## src/rtl/bmp_load_ctrl.sv

```systemverilog
// rtl/bmp_load_ctrl.sv - streams a BMP file byte-wise into RAM and captures its header fields
// Optional header validation (magic bytes, file size range) is compiled in with BMP_HEADER_CHECK_EN.
`ifndef ADDR_WIDTH
`define ADDR_WIDTH 16
`endif
`ifndef BYTE_WIDTH
`define BYTE_WIDTH 8
`endif
`ifndef BMP_TOTAL_SIZE
`define BMP_TOTAL_SIZE 256
`endif

module bmp_load_ctrl #(
   parameter int ADDR_W   = `ADDR_WIDTH,
   parameter int DATA_W   = `BYTE_WIDTH,
   parameter int MAX_SIZE = `BMP_TOTAL_SIZE
) (
   input  logic              clk,
   input  logic              rst,
   input  logic              start,
   input  logic              in_valid,
   input  logic [DATA_W-1:0] in_data,
   output logic              in_ready,
   output logic              RAM_valid,
   output logic [ADDR_W-1:0] RAM_addr,
   output logic [DATA_W-1:0] RAM_D,
   output logic              busy,
   output logic              done,
   output logic              error,
   output logic [31:0]       file_size,
   output logic [31:0]       data_offset,
   output logic [31:0]       img_width,
   output logic [31:0]       img_height
);

   typedef enum logic [2:0] {
      S_IDLE   = 3'd0,
      S_HEADER = 3'd1,
      S_PIXEL  = 3'd2,
      S_DONE   = 3'd3,
      S_ERROR  = 3'd4
   } state_t;

   localparam logic [31:0] MAX_U     = 32'(MAX_SIZE);
   localparam logic [31:0] HDR_LAST  = 32'd53;
   localparam logic [31:0] HDR_BYTES = 32'd54;

   state_t            state_q;
   logic [31:0]       cnt_q;
   logic              in_ready_q, busy_q, done_q, error_q;
   logic              ram_valid_q;
   logic [ADDR_W-1:0] ram_addr_q;
   logic [DATA_W-1:0] ram_d_q;
   logic [31:0]       file_size_q, data_offset_q, img_width_q, img_height_q;

   logic        accept;
   logic [31:0] file_size_d;
   logic [31:0] limit;
   logic        last_byte;
   logic        hdr_bad;
   logic [1:0]  lane;

   assign accept = in_valid && in_ready_q;

   // Every header field starts 2 bytes past a multiple of 4, so the byte lane is (index - 2) mod 4.
   assign lane = cnt_q[1:0] - 2'd2;

   assign file_size_d = (cnt_q == 32'd5) ? {in_data[7:0], file_size_q[23:0]} : file_size_q;

   always_comb begin
      limit = MAX_U;
      if (cnt_q > 32'd5 && file_size_q < MAX_U) begin
         limit = file_size_q;
      end
   end

   // Compared as >= so a declared size already passed (tiny file_size) still terminates the load.
   assign last_byte = (cnt_q + 32'd1) >= limit;

`ifdef BMP_HEADER_CHECK_EN
   assign hdr_bad = accept &&
                    ((cnt_q == 32'd0 && in_data[7:0] != 8'h42) ||
                     (cnt_q == 32'd1 && in_data[7:0] != 8'h4D) ||
                     (cnt_q == 32'd5 && (file_size_d > MAX_U || file_size_d < HDR_BYTES)));
`else
   assign hdr_bad = 1'b0;
`endif

   always_ff @(posedge clk or posedge rst) begin
      if (rst) begin
         state_q       <= S_IDLE;
         cnt_q         <= '0;
         in_ready_q    <= 1'b0;
         busy_q        <= 1'b0;
         done_q        <= 1'b0;
         error_q       <= 1'b0;
         ram_valid_q   <= 1'b0;
         ram_addr_q    <= '0;
         ram_d_q       <= '0;
         file_size_q   <= '0;
         data_offset_q <= '0;
         img_width_q   <= '0;
         img_height_q  <= '0;
      end else begin
         ram_valid_q <= accept;
         if (accept) begin
            ram_addr_q <= cnt_q[ADDR_W-1:0];
            ram_d_q    <= in_data;
            cnt_q      <= cnt_q + 32'd1;
            if (cnt_q >= 32'd2 && cnt_q <= 32'd5) begin
               file_size_q[{lane, 3'b000} +: 8] <= in_data[7:0];
            end
            if (cnt_q >= 32'd10 && cnt_q <= 32'd13) begin
               data_offset_q[{lane, 3'b000} +: 8] <= in_data[7:0];
            end
            if (cnt_q >= 32'd18 && cnt_q <= 32'd21) begin
               img_width_q[{lane, 3'b000} +: 8] <= in_data[7:0];
            end
            if (cnt_q >= 32'd22 && cnt_q <= 32'd25) begin
               img_height_q[{lane, 3'b000} +: 8] <= in_data[7:0];
            end
         end

         case (state_q)
            S_IDLE, S_DONE, S_ERROR: begin
               if (start) begin
                  state_q    <= S_HEADER;
                  cnt_q      <= '0;
                  done_q     <= 1'b0;
                  error_q    <= 1'b0;
                  busy_q     <= 1'b1;
                  in_ready_q <= 1'b1;
               end
            end
            S_HEADER, S_PIXEL: begin
               if (accept) begin
                  if (hdr_bad) begin
                     state_q    <= S_ERROR;
                     error_q    <= 1'b1;
                     busy_q     <= 1'b0;
                     in_ready_q <= 1'b0;
                  end else if (last_byte) begin
                     state_q    <= S_DONE;
                     done_q     <= 1'b1;
                     busy_q     <= 1'b0;
                     in_ready_q <= 1'b0;
                  end else if (state_q == S_HEADER && cnt_q == HDR_LAST) begin
                     state_q <= S_PIXEL;
                  end
               end
            end
            default: begin
               state_q    <= S_IDLE;
               busy_q     <= 1'b0;
               in_ready_q <= 1'b0;
            end
         endcase
      end
   end

   assign in_ready    = in_ready_q;
   assign RAM_valid   = ram_valid_q;
   assign RAM_addr    = ram_addr_q;
   assign RAM_D       = ram_d_q;
   assign busy        = busy_q;
   assign done        = done_q;
`ifdef BMP_HEADER_CHECK_EN
   assign error       = error_q;
`else
   assign error       = 1'b0;
`endif
   assign file_size   = file_size_q;
   assign data_offset = data_offset_q;
   assign img_width   = img_width_q;
   assign img_height  = img_height_q;

endmodule

```

## config.mk

```make
export PLATFORM = sky130hd
export DESIGN_NAME = bmp_load_ctrl
export DESIGN_NICKNAME = d
export VERILOG_FILES = /design/src/rtl/bmp_load_ctrl.sv
export SDC_FILE = /design/constraint.sdc
export NUM_CORES = 1
export LEC_CHECK = 0
export BUFFER_PORTS_ARGS = -buffer_cell sky130_fd_sc_hd__buf_2
export CORE_MARGIN = 2
export CORE_UTILIZATION = 55
export CTS_CLUSTER_DIAMETER = 150
export DETAILED_ROUTE_END_ITERATION = 10
export GPL_ROUTABILITY_DRIVEN = 0
export PLACE_DENSITY = 0.75
export SLEW_MARGIN = 40
export SYNTH_ARGS = -nofsm -noshare
export SYNTH_HDL_FRONTEND = slang
export SYNTH_SLANG_ARGS = --single-unit
```

## constraint.sdc

```tcl
create_clock -name clk -period 13.3 [get_ports clk]
set_input_delay 2.66 -clock clk [delete_from_list [all_inputs] [get_ports clk]]
set_output_delay 2.66 -clock clk [all_outputs]
set_load 0.1 [all_outputs]
```

==> flow_summary.json <==
{
  "ant_nets": 0,
  "ys.flop_type": "dfrtp_1",
  "synth_edf_count": 0,
  "worstPathRequired_ns": 13.62,
  "ys.warnings.count": 0,
  "switching_share": 0.499,
  "portBuffers": 167,
  "wl_per_cell_um": 18.6,
  "grt_pass1_wl_um": 36700,
  "skew_ns": 0.00729,
  "yosysUniqueCellTypes": 53,
  "end_kind": "flop",
  "p_int_mw": 1.10,
  "drt_iter0_markers": 400,
  "yosys.area_share.simple": 0.176,
  "power.switching_mw": 1.09,
  "fin_nets": 1050,
  "yosysTopAreaCellShare": 0.506,
  "die_h_um": 134,
  "yosys.area_share.adder": 0.0522,
  "path_class": "input pin to flop",
  "routed_wirelength_um": 22900,
  "fin_crit_sh": 0.336,
  "cts_resized": 0,
  "fin_setup_tns_ns": 0,
  "htreeDepth": 4,
  "r2r_cells": 13,
  "overflow": 0,
  "yosysSeqAreaShare": 0.506,
  "coreArea_um2": 16600,
  "setup_viol": 0,
  "synthesis.area_um2": 9350,
  "p_clk_frac": 0.232,
  "rows": 47,
  "worstPathArrival_ns": 4.78,
  "dpl.hpwl_um": 16600,
  "cts-buffers-inserted": 17,
  "cts.clk_slew.worst_paths_ns": 0.07,
  "r2r_start": "cnt_q[0]",
  "vias": 6905,
  "grt_max_degree": 111,
  "firstDrtPassIters": 5,
  "r2r_setup_slack_ns": 9.07,
  "num_io_pins": 169,
  "clkSinkCount": 189,
  "synthXorXnorAreaFrac": 0.0524,
  "via_per_inst": 5.60,
  "ys_seq_elements": 189,
  "slew_viol_final": 0,
  "cts_buffer_depth": 2,
  "cts_setup_buffers": 0,
  "ys_top_cells_by_area": "dfrtp_1 51%, mux2_1 6.7%, ha_1 5.2%",
  "timing.critical_path.from_type": "input pin",
  "hold_path.class": "flop to flop",
  "yosysTopAreaCell": "dfrtp_1",
  "syn_avg_cell_area_um2": 11.3,
  "synth_mux_area_frac": 0.125,
  "antenna_cells": 0,
  "whs_path_depth": 2,
  "root_buffer": "clkbuf_16",
  "cts_tree": "built",
  "cellPowerDensity_nw_per_um2": 200,
  "status": "completed",
  "fmax_mhz": 224,
  "seqPwrFrac": 0.330,
  "rsz0062_at_grt": "no",
  "clk_latency_ns": 0.44,
  "cap_violations": 0,
  "layout-drive-gt1-share": 0.262,
  "min_from": "RAM_addr[14]",
  "crit_path_max_fanout": 50,
  "synth-async-reset-ratio": 1.00,
  "synth_top_family_by_area": "simple AND/OR/NAND/NOR gates",
  "die_w_um": 134,
  "die_area_um2": 18100,
  "synthCells": 828,
  "antenna_found_initial": 0,
  "whs_endpoint": "RAM_addr[14]",
  "worst_r2r_endpoint": "state_q[0]",
  "drc": 0,
  "relSlewSlack": 0.461,
  "area_growth_pct": 17.3,
  "hold_viol_final": 0,
  "p_leak_nw": 6.02,
  "grt_usage": 0.262,
  "grt_pass1_vias": 6765,
  "synth_compound_area_frac": 0.0595,
  "cts_hold_buf": 0,
  "fin_crit_ns": 4.46,
  "p_comb_frac": 0.438,
  "peakVddDrop_uv": 226,
  "initial_core_util": 0.564,
  "worst_pin_slew_ns": 0.803,
  "holdWs_ns": 0.478
}
==> kinds of logic (layout without fill, tap and decap cells) <==
kind of cell	Yosys count	after routing
compound gates	80	80
xor+xnor	56	56
fa+ha+maj	39	39
buf+inv	52	214
flops	189	189
mux	96	96
other cells	2	24
simple gates	314	314
==> critical path: stages <==
cell and delay (ns):
buf_2 0.07, nand2_1 0.04, buf_4 0.26, nor4_4 0.24
and2_1 0.56, and3_1 0.51, mux2_1 0.37
==> registers in the layout, indices dropped and copies added (netlist names) <==
| register | flops |
|---|---|
| done | 1 |
| img_width | 32 |
| img_height | 32 |
| RAM_addr | 16 |
| cnt_q | 32 |
| RAM_D | 8 |
| RAM_valid | 1 |
| busy | 1 |
| state_q | 2 |
| file_size | 32 |
| data_offset | 32 |
==> area by class of cell <==
| type | count | area (µm²) |
|---|---|---|
| fill | 1332 | 5610 |
| multi-input combinational | 609 | 4450 |
| sequential | 189 | 4730 |
| clock buffer | 18 | 439 |
| tap | 220 | 275 |
| timing repair buffer | 173 | 885 |
| clock inverter | 14 | 149 |
| inverter | 9 | 46.3 |
==> synth_stat cells, types with 5 or more instances <==
| library cell | number |
|---|---|
| xor2_1 | 23 |
| dfrtp_1 | 189 |
| buf_1 | 5 |
| a21oi_1 | 21 |
| o2bb2ai_1 | 32 |
| xnor2_1 | 33 |
| buf_2 | 12 |
| nand2_1 | 124 |
| mux2_4 | 24 |
| nor4_1 | 13 |
| ha_1 | 39 |
| and4_1 | 6 |
| mux2_2 | 16 |
| o21ai_0 | 15 |
| mux2_1 | 56 |
| inv_1 | 9 |
| buf_4 | 9 |
| or3_1 | 6 |
| and2_1 | 29 |
| and3_1 | 8 |
| nand3_1 | 18 |
| nor3_1 | 10 |
| nand4_1 | 15 |
| nor2_1 | 58 |
| clkbuf_1 | 14 |
==> how the worst max path moves through the flow <==
stage                         from              to
after floorplan                rst        RAM_D[0]
after global placement    in_valid  img_height[29]
after detailed placement  in_valid  img_height[30]
after CTS                 in_valid  img_height[26]
after global routing      in_valid  img_height[27]
final                     in_valid  img_height[29]
==> power groups by stage <==
| stage | sequential, mW | clock, mW | combinational (mW) |
|---|---|---|---|
| final | 0.724 | 0.509 | 0.959 |
| after detailed placement | 0.733 | 0 | 0.959 |
| after floorplan | 1.19 | 0 | 0.295 |
| after global placement | 0.730 | 0 | 0.950 |
| after global routing | 0.733 | 0.543 | 1.01 |
| after CTS | 0.722 | 0.515 | 0.961 |
==> routing by layer <==
metal	vias to the layer above	share of wire	track usage
met3	22	0.060	0.0548
met1	3452	0.46	0.371
li1	3209	-	-
met4	0	0.014	0.0690
met5	-	0	0
met2	222	0.47	0.414
==> per-stage QoR <==
| step | std cells | utilization | total power, mW | cell area [µm²] | setup WS [ns] |
|---|---|---|---|---|---|
| finish | 1232 | 0.662 | 2.19 | 11000 | 8.84 |
| global route | 1232 | 0.662 | 2.28 | 11000 | 8.70 |
| CTS | 1232 | 0.662 | 2.20 | 11000 | 8.89 |
| detailed placement | 1200 | 0.626 | 1.69 | 10400 | 8.43 |
| global placement | 1200 | 0.625 | 1.68 | 10400 | 8.46 |
| floorplan | 850 | - | 1.49 | 9440 | 5.50 |
==> layout by cell type (no fill, tap or decap), drive strengths merged, types with 3 or more instances in the layout <==
| master | count |
|---|---|
| mux2 | 96 |
| and3 | 8 |
| ha | 39 |
| inv | 15 |
| or3 | 6 |
| clkinv | 5 |
| conb | 24 |
| clkbuf | 18 |
| xor2 | 23 |
| nand3 | 21 |
| buf | 173 |
| dfrtp | 189 |
| nand4 | 16 |
| and2 | 29 |
| xnor2 | 33 |
| a21oi | 21 |
| and4 | 6 |
| o2bb2ai | 32 |
| nor2 | 58 |
| o21ai | 15 |
| nand2 | 127 |
| nor2b | 3 |
| nor4 | 17 |
| nand4b | 4 |
| nor3 | 12 |
No activity file was read; power rests on OpenSTA's default activity.
